**src/rtl/serial_subtractor5_pkg.sv**
```systemverilog
// Shared types and helpers for the bit-serial subtractor.
// Optional signed-overflow output is enabled by defining SERIAL_SUB_OVF_EN.
package serial_sub_pkg;

    typedef enum logic [1:0] {
        IDLE  = 2'd0,
        SHIFT = 2'd1,
        DONE  = 2'd2
    } state_t;

    // Bits needed to count 0..v-1 (v >= 2).
    function automatic int clog2(input int unsigned v);
        int r;
        r = 0;
        for (int unsigned i = 0; i < 31; i++) begin
            if ((32'd1 << i) < v) r = int'(i) + 1;
        end
        return r;
    endfunction

endpackage

```
**src/rtl/serial_subtractor5_if.sv**
```systemverilog
// Start/done handshake and operand/result bus of the serial subtractor.
// The ovf signal exists only when SERIAL_SUB_OVF_EN is defined.
interface serial_subtractor5_if #(parameter int WIDTH = 5);

    logic             start;
    logic [WIDTH-1:0] A;
    logic [WIDTH-1:0] B;
    logic             Bin;
    logic [WIDTH-1:0] Diff;
    logic             Bout;
    logic             busy;
    logic             done;
`ifdef SERIAL_SUB_OVF_EN
    logic             ovf;

    modport master (output start, A, B, Bin, input Diff, Bout, busy, done, ovf);
    modport slave  (input start, A, B, Bin, output Diff, Bout, busy, done, ovf);
`else
    modport master (output start, A, B, Bin, input Diff, Bout, busy, done);
    modport slave  (input start, A, B, Bin, output Diff, Bout, busy, done);
`endif

endinterface

```
**src/rtl/serial_subtractor5_slice.sv**
```systemverilog
// One-bit subtract slice: a + ~b + cin, giving difference bit and carry.
module sub_bit_slice (
    input  logic a,
    input  logic b,
    input  logic cin,
    output logic d,
    output logic cout
);

    logic nb;

    assign nb   = ~b;
    assign d    = a ^ nb ^ cin;
    assign cout = (a & nb) | (a & cin) | (nb & cin);

endmodule

```
**src/rtl/serial_subtractor5.sv**
```systemverilog
// Bit-serial WIDTH-bit subtractor (Diff = A - B - Bin) with start/done handshake.
// Defining SERIAL_SUB_OVF_EN adds the registered signed-overflow flag ovf.
module serial_subtractor5
    import serial_sub_pkg::*;
#(
    parameter int WIDTH = 5
) (
    input  logic                clk,
    input  logic                rst,
    serial_subtractor5_if.slave bus
);

    localparam int CW = clog2(WIDTH);

    state_t           state, state_nxt;
    logic [CW-1:0]    count;
    logic [WIDTH-1:0] sha, shb;
    logic [WIDTH-2:0] res;
    logic             c;
    logic             s, cout;
    logic             last;
    logic [WIDTH-1:0] diff_q;
    logic             bout_q;
`ifdef SERIAL_SUB_OVF_EN
    logic             ovf_q;
`endif

    sub_bit_slice u_slice (
        .a    (sha[0]),
        .b    (shb[0]),
        .cin  (c),
        .d    (s),
        .cout (cout)
    );

    assign last = (count == CW'(WIDTH - 1));

    always_ff @(posedge clk or posedge rst) begin
        if (rst) state <= IDLE;
        else     state <= state_nxt;
    end

    always_comb begin
        state_nxt = state;
        bus.busy  = 1'b0;
        bus.done  = 1'b0;
        case (state)
            IDLE:    if (bus.start) state_nxt = SHIFT;
            SHIFT: begin
                bus.busy = 1'b1;
                if (last) state_nxt = DONE;
            end
            DONE: begin
                bus.busy  = 1'b1;
                bus.done  = 1'b1;
                state_nxt = IDLE;
            end
            default: state_nxt = IDLE;
        endcase
    end

    // res holds only the upper WIDTH-1 result bits; the final slice output is
    // merged in directly when Diff is loaded.
    always_ff @(posedge clk or posedge rst) begin
        if (rst) begin
            sha    <= '0;
            shb    <= '0;
            res    <= '0;
            c      <= 1'b0;
            count  <= '0;
            diff_q <= '0;
            bout_q <= 1'b0;
`ifdef SERIAL_SUB_OVF_EN
            ovf_q  <= 1'b0;
`endif
        end else begin
            case (state)
                IDLE: begin
                    if (bus.start) begin
                        sha   <= bus.A;
                        shb   <= bus.B;
                        c     <= ~bus.Bin;
                        count <= '0;
                    end
                end
                SHIFT: begin
                    c     <= cout;
                    sha   <= sha >> 1;
                    shb   <= shb >> 1;
                    res   <= (res >> 1) | ((WIDTH-1)'(s) << (WIDTH - 2));
                    count <= count + 1'b1;
                    if (last) begin
                        diff_q <= {s, res};
                        bout_q <= ~cout;
`ifdef SERIAL_SUB_OVF_EN
                        ovf_q  <= c ^ cout;
`endif
                    end
                end
                default: ;
            endcase
        end
    end

    assign bus.Diff = diff_q;
    assign bus.Bout = bout_q;
`ifdef SERIAL_SUB_OVF_EN
    assign bus.ovf  = ovf_q;
`endif

endmodule

```
**src/flat_wrapper.sv**
```systemverilog
// flat-port wrapper written by rule: the top's interface ports become plain ports
module serial_subtractor5_flat import serial_sub_pkg::*;
#(
    parameter int WIDTH = 5
)
  (clk, rst, bus_start, bus_A, bus_B, bus_Bin, bus_Diff, bus_Bout, bus_busy, bus_done);
  serial_subtractor5_if #(.WIDTH(WIDTH)) bus_i ();
  input  logic clk;
  input  logic rst;
  input wire logic [$bits(bus_i.start)-1:0] bus_start;
  input wire logic [$bits(bus_i.A)-1:0] bus_A;
  input wire logic [$bits(bus_i.B)-1:0] bus_B;
  input wire logic [$bits(bus_i.Bin)-1:0] bus_Bin;
  output wire logic [$bits(bus_i.Diff)-1:0] bus_Diff;
  output wire logic [$bits(bus_i.Bout)-1:0] bus_Bout;
  output wire logic [$bits(bus_i.busy)-1:0] bus_busy;
  output wire logic [$bits(bus_i.done)-1:0] bus_done;
  assign bus_i.start = bus_start;
  assign bus_i.A = bus_A;
  assign bus_i.B = bus_B;
  assign bus_i.Bin = bus_Bin;
  assign bus_Diff = bus_i.Diff;
  assign bus_Bout = bus_i.Bout;
  assign bus_busy = bus_i.busy;
  assign bus_done = bus_i.done;
  serial_subtractor5 #(.WIDTH(WIDTH)) u_core (.clk(clk), .rst(rst), .bus(bus_i));
endmodule
```
**config.mk**
```make
export PLATFORM = sky130hd
export DESIGN_NAME = serial_subtractor5_flat
export DESIGN_NICKNAME = d
export VERILOG_FILES = /design/src/rtl/serial_subtractor5_pkg.sv /design/src/rtl/serial_subtractor5_if.sv /design/src/rtl/serial_subtractor5_slice.sv /design/src/rtl/serial_subtractor5.sv /design/src/flat_wrapper.sv
export SDC_FILE = /design/constraint.sdc
export NUM_CORES = 1
export LEC_CHECK = 0
export CAP_MARGIN = 20
export CORE_MARGIN = 8
export CORE_UTILIZATION = 55
export CTS_CLUSTER_SIZE = 20
export DETAILED_ROUTE_END_ITERATION = 12
export PLACE_DENSITY = 0.82
export REMOVE_ABC_BUFFERS = 1
export SYNTH_ARGS = -nofsm -noshare
export SYNTH_HDL_FRONTEND = slang
export SYNTH_HIERARCHICAL = 1
export SYNTH_SLANG_ARGS = --single-unit
```
**constraint.sdc**
```tcl
create_clock -name clk -period 3.89 [get_ports clk]
set_input_delay 1.167 -clock clk [delete_from_list [all_inputs] [get_ports clk]]
set_output_delay 1.167 -clock clk [all_outputs]
set_load 0.02 [all_outputs]
```
== Word-level counts from Yosys, hierarchy flattened ==
Index checks and enable logic that the tools add are counted.

* Add/subtract/negate cells: 1
* Mux-type cells: 13
* Reduce and logical (&&, ||, !) cells: 6
* Bitwise gates (word level): 11
* Eq/ne operators: 5

{| class="wikitable"
|+ Operator list
! operator !! count
|-
| one-hot mux 5 bit (2 select lines) || 2
|-
| two-way mux 5 bit || 2
|-
| one-hot mux 3 bit (2 select lines) || 1
|-
| AND reduction 2 bit || 3
|-
| two-way mux 2 bit || 2
|-
| bitwise OR 3 x 4 -> 4 bit || 1
|-
| one-hot mux 2 bit (2 select lines) || 1
|-
| adder 3 x 1 -> 3 bit (second input constant) || 1
|-
| bitwise AND 1 bit || 3
|-
| equality test 3 bit (second input constant) || 1
|-
| two-way mux 1 bit || 3
|-
| two-way mux 3 bit || 1
|-
| inverter 1 bit || 3
|-
| equality test 2 x 1 -> 1 bit (second input constant) || 1
|-
| equality test 2 bit (second input constant) || 1
|-
| logical NOT 2 bit || 1
|-
| inequality test 2 x 1 -> 1 bit (second input constant) || 1
|-
| inequality test 2 bit (second input constant) || 1
|-
| bitwise OR 1 bit || 2
|-
| one-hot mux 1 bit (2 select lines) || 1
|-
| nonzero test 2 bit || 1
|-
| OR reduction 2 bit || 1
|-
| bitwise XOR 1 bit || 2
|}

* Flip-flop bits (word level): 26
* Output and inout port bits: 8
* Input port bits: 14

== Depth between registers and ports, before layout ==
* Depth in word-level cells: 5
* Mapped depth: 7
* Gate-level depth less buffers: 5

== Hierarchy ==
The synthesis kept the hierarchy.

{| class="wikitable"
|+ Modules (own cells, without submodules)
! module !! cells an instance !! seq. area each (µm²) !! times used !! area an instance (µm²)
|-
| serial_subtractor5 || 119 || 650.6 || 1 || 1308.8
|-
| sub_bit_slice || 5 || 0.0 || 1 || 35.0
|}

== Least setup slack after synthesis ==
Ideal clock, no wire load.

* Path type: input to register
* Start: in bus_start
* End: reg u_core.shb[3]
* Setup time: 0.126 ns
* Arrival time: 1.848 ns
* Stages: 4
* Path slack: 1.916 ns
* Path buffers: 1
* Cells stage by stage: nand2b_1 -> and2_4 -> buf_6 -> a221o_1

* Longest elaborated chain between the ends: 2

{| class="wikitable"
|+ RTL lines
! element !! line !! source
|-
| start, declared || flat_wrapper.sv:10 || <nowiki>input wire logic [$bits(bus_i.start)-1:0] bus_start;</nowiki>
|-
| inequality test 2 bit (no line) || -- ||
|-
| AND reduction 2 bit (no line) || -- ||
|-
| end signal, assigned || serial_subtractor5.sv:81 || <nowiki>shb <= bus.B;</nowiki>
|-
| end signal, assigned || serial_subtractor5.sv:89 || <nowiki>shb <= shb >> 1;</nowiki>
|-
| end, declared || serial_subtractor5.sv:17 || <nowiki>logic [WIDTH-1:0] sha, shb;</nowiki>
|}

Every way passes these cells.
A chain may end at the register's enable or synchronous reset.

== Worst setup path after layout ==
* Start: reg u_core.state[0]
* End: out bus_busy

* Longest elaborated chain between the ends: 3

{| class="wikitable"
|+ RTL lines
! element !! line !! source
|-
| start, declared || serial_subtractor5.sv:15 || <nowiki>state_t state, state_nxt;</nowiki>
|-
| start signal, assigned || serial_subtractor5.sv:40 || <nowiki>else state <= state_nxt;</nowiki>
|-
| equality test 2 bit or equality test 2 x 1 -> 1 bit (tied branches) || serial_subtractor5.sv:47 || <nowiki>case (state)</nowiki>
|-
| OR reduction 2 bit (no line) (*) || -- ||
|-
| two-way mux 1 bit (*) || serial_subtractor5.sv:47 ||
|-
| end, declared || flat_wrapper.sv:16 || <nowiki>output wire logic [$bits(bus_i.busy)-1:0] bus_busy;</nowiki>
|}

Every way passes the cells marked *; elsewhere a longest branch is shown, timed or not.

==> flow_summary_export.csv <==
group,metric,value,unit
placement,portBuffers,21,
global_routing,antenna_found_initial,0,
floorplan,io_pins,22,
detailed_routing,drtAntennaViolNets,0,
global_routing,track_usage,14.0,%
floorplan,start_util,56.3,%
clock_network,numCtsBuffers,3,
global_routing,grt_pass1_wl,4750,um
timing,worst_slew_pin_slew,0.835,ns
timing,report.final.slew_viol_count,0,
clock_network,post-cts-setup-buffer-count,0,
layout,antenna_cells,0,
clock_network,cts_tree,"built",
critical_path,worst-path-max-fanout,3,
pwr,p_per_area,763,mW/mm^2
logic_synthesis,yosysWarnings,6,
detailed_routing,drcViolationCount,0,
layout,fill_cells,201,
detailed_routing,first_pass_iters,4,
logic_synthesis,synth_edf_count,0,
pwr,peakVddDrop,0.000446,V
critical_path,cp-endpoint,"bus_busy",
logic_synthesis,synthFlopType,"dfrtp_1",
clock_network,post_cts_resized,0,
critical_path,start_kind,"flip-flop",
outcome,outcome,"finished, final reports clean",
logic_synthesis,synth.avg_cell_area,10.8,um^2
detailed_routing,routed_wl,2790,um
clock_network,hold_buffers,0,
critical_path,r2r_end,"u_core/count[2]",
clock_network,htree_levels,1,
critical_path,startpoint,"u_core/state[0]",
logic_synthesis,yosys_register_bits,26,
timing,finalHoldViolations,0,
floorplan,dieArea,0.00428,mm^2
logic_synthesis,syn-cell-area,0.00134,mm^2
floorplan,rows,18,
critical_path,worstRegToRegCells,5,
timing,clock.fmax,0.351,GHz
clock_network,cts.sinks,26,
critical_path,critPathRequiredTime,2.72,ns
job,cap_violations,0,
global_routing,gr-total-overflow,0,
detailed_routing,post_drt_wl_per_cell,16.3,um
clock_network,clockBufferDepth,2,
critical_path,reg2reg_from,"u_core/state[0]",
clock_network,clock_latency,0.32,ns
placement,hpwl,1970,um
layout,drive_gt1_share,7.80,%
logic_synthesis,syn_inst,124,
pwr,power,1210,uW
critical_path,r2r_setup_slack,1.66,ns
timing,finalSetupViolCount,0,
floorplan,die_w,65.4,um
logic_synthesis,yosysSeqAreaShare,48.4,%
layout,syn_to_final_growth,18.2,%
floorplan,dieHeight,65.4,um
timing,fin_setup_tns,0,ns
timing,post-route-period-util,73.1,%
hold_path,hold_path_class,"reg -> reg",
timing,fin_skew,0.00756,ns
logic_synthesis,synth_top_area_share,48.4,%
clock_network,path_clk_slew,0.14,ns
placement,place.gp.congestion,0.724,
critical_path,arrival,1.68,ns
detailed_routing,first_iter_violations,33,
global_routing,grt_max_degree,29,
logic_synthesis,synth_area_leaders,"dfrtp_1, a221o_1, ha_1",
layout,final_nets,163,
detailed_routing,vias,992,
critical_path,path_class,"reg -> out",
timing,fin_crit,2.85,ns
logic_synthesis,postSynth.asyncResetShare,100,%
global_routing,grt_pass1_vias,1036,
floorplan,core_area,0.00239,mm^2
clock_network,root_buffer,"clkbuf_4",
logic_synthesis,synth_top_area_cell,"dfrtp_1",
logic_synthesis,yosysUniqueCellTypes,28,
critical_path,endpoint_kind,"primary output",
timing,rsz0062_at_grt,"false",
timing,slew_headroom,44.3,%
pwr,power.leakage,0.000691,uW
detailed_routing,viasPerCell,5.80,
## critical path: stages (launching register included)
cell and delay, ns:
dfrtp_1 0.38, inv_1 0.08, ha_1 0.29, clkdlybuf4s50_1 0.61
## per-layer routing
| layer | vias to the layer above | routed length (um) | track usage [%] |
|---|---|---|---|
| met5 | - | 0 | 0 |
| met4 | 0 | 56 | 5.72 |
| met3 | 7 | 148 | 4.08 |
| met2 | 27 | 1360 | 23.9 |
| met1 | 489 | 1230 | 16.1 |
| li1 | 469 | - | - |
## worst min-delay path by stage
stage | to | from | slack (ns) | cells after the start
5_1_grt | u_core/bus.Diff[0] | u_core/bus.Diff[0] | 0.53 | 1
6_report | u_core/bus.Diff[0] | u_core/res[0] | 0.50 | 1
3_5_place_dp | u_core/bus.Bout | u_core/bus.Bout | 0.47 | 2
4_1_cts | u_core/bus.Bout | u_core/bus.Bout | 0.50 | 2
2_1_floorplan | u_core/bus.Diff[0] | u_core/res[0] | 0.45 | 1
3_3_place_gp | u_core/bus.Bout | u_core/bus.Bout | 0.46 | 2
## flip-flops by register name (all words and copies together) (netlist names)
register         count
u_core/bus.Diff      5
u_core/sha           5
u_core/shb           5
u_core/res           4
u_core/count         3
u_core/state         2
u_core/bus.Bout      1
u_core/c             1
## per-stage QoR
step                      utilization, %  setup WS, ns  area (um^2)  std cells  hold slack, ns
after detailed placement            64.4          1.03         1540        167           0.475
after floorplan                        -          1.97         1290        116           0.454
final                               66.5          1.04         1590        171           0.498
after global routing                66.5         0.997         1590        171           0.530
after CTS                           65.4          1.03         1560        170           0.505
after global placement              64.4          1.12         1540        167           0.465
## cells in the final DEF (no fill, tap or decap), types with 3 or more instances in the layout
cell,count
mux2_2,5
mux2_1,5
a21oi_1,12
clkbuf_4,3
a221o_1,9
dfrtp_1,26
ha_1,5
nand2b_1,10
nand3_1,9
clkdlybuf4s50_1,21
o21ai_1,3
nand2_1,5
inv_1,10
## report_power, final
| part | internal, uW | switching [uW] |
|---|---|---|
| clock network | 36.3 | 77.8 |
| registers | 385 | 77.0 |
| logic | 305 | 330 |
| total | 727 | 485 |
## cell type report
class	count	area (um^2)	share of cell area [%]
Tap cell	30	37.5	2.36
Inverter	10	37.5	2.36
Clock buffer	3	22.5	1.42
Sequential cell	26	651	41.0
Timing Repair Buffer	22	238	15.0
Multi-Input combinational cell	80	602	37.9
## Yosys cell counts, types with 2 or more instances
cell      number
a221o_1        9
mux2_1         5
nand2_1        5
a21oi_1       12
a31oi_1        2
o21ai_0        2
nand3b_1       2
mux2_2         5
nor2b_1        2
ha_1           5
nand2b_1      10
inv_1         10
dfrtp_1       26
buf_6          2
nand3_1        9
buf_2          4
o21ai_1        3
## cells by family (layout without fill, tap and decap cells)
family,count (synthesis),after routing,share of synthesized area [%]
AO/OA/AOI/OAI,32,32,16.6
AND/OR/NAND/NOR,32,32,13.7
flip-flops,26,26,48.4
buffers and inverters,18,35,6.80
multiplexers,10,10,8.38
adder cells (fa/ha/maj),6,6,6.15
Power figures use the tool's default switching activity.
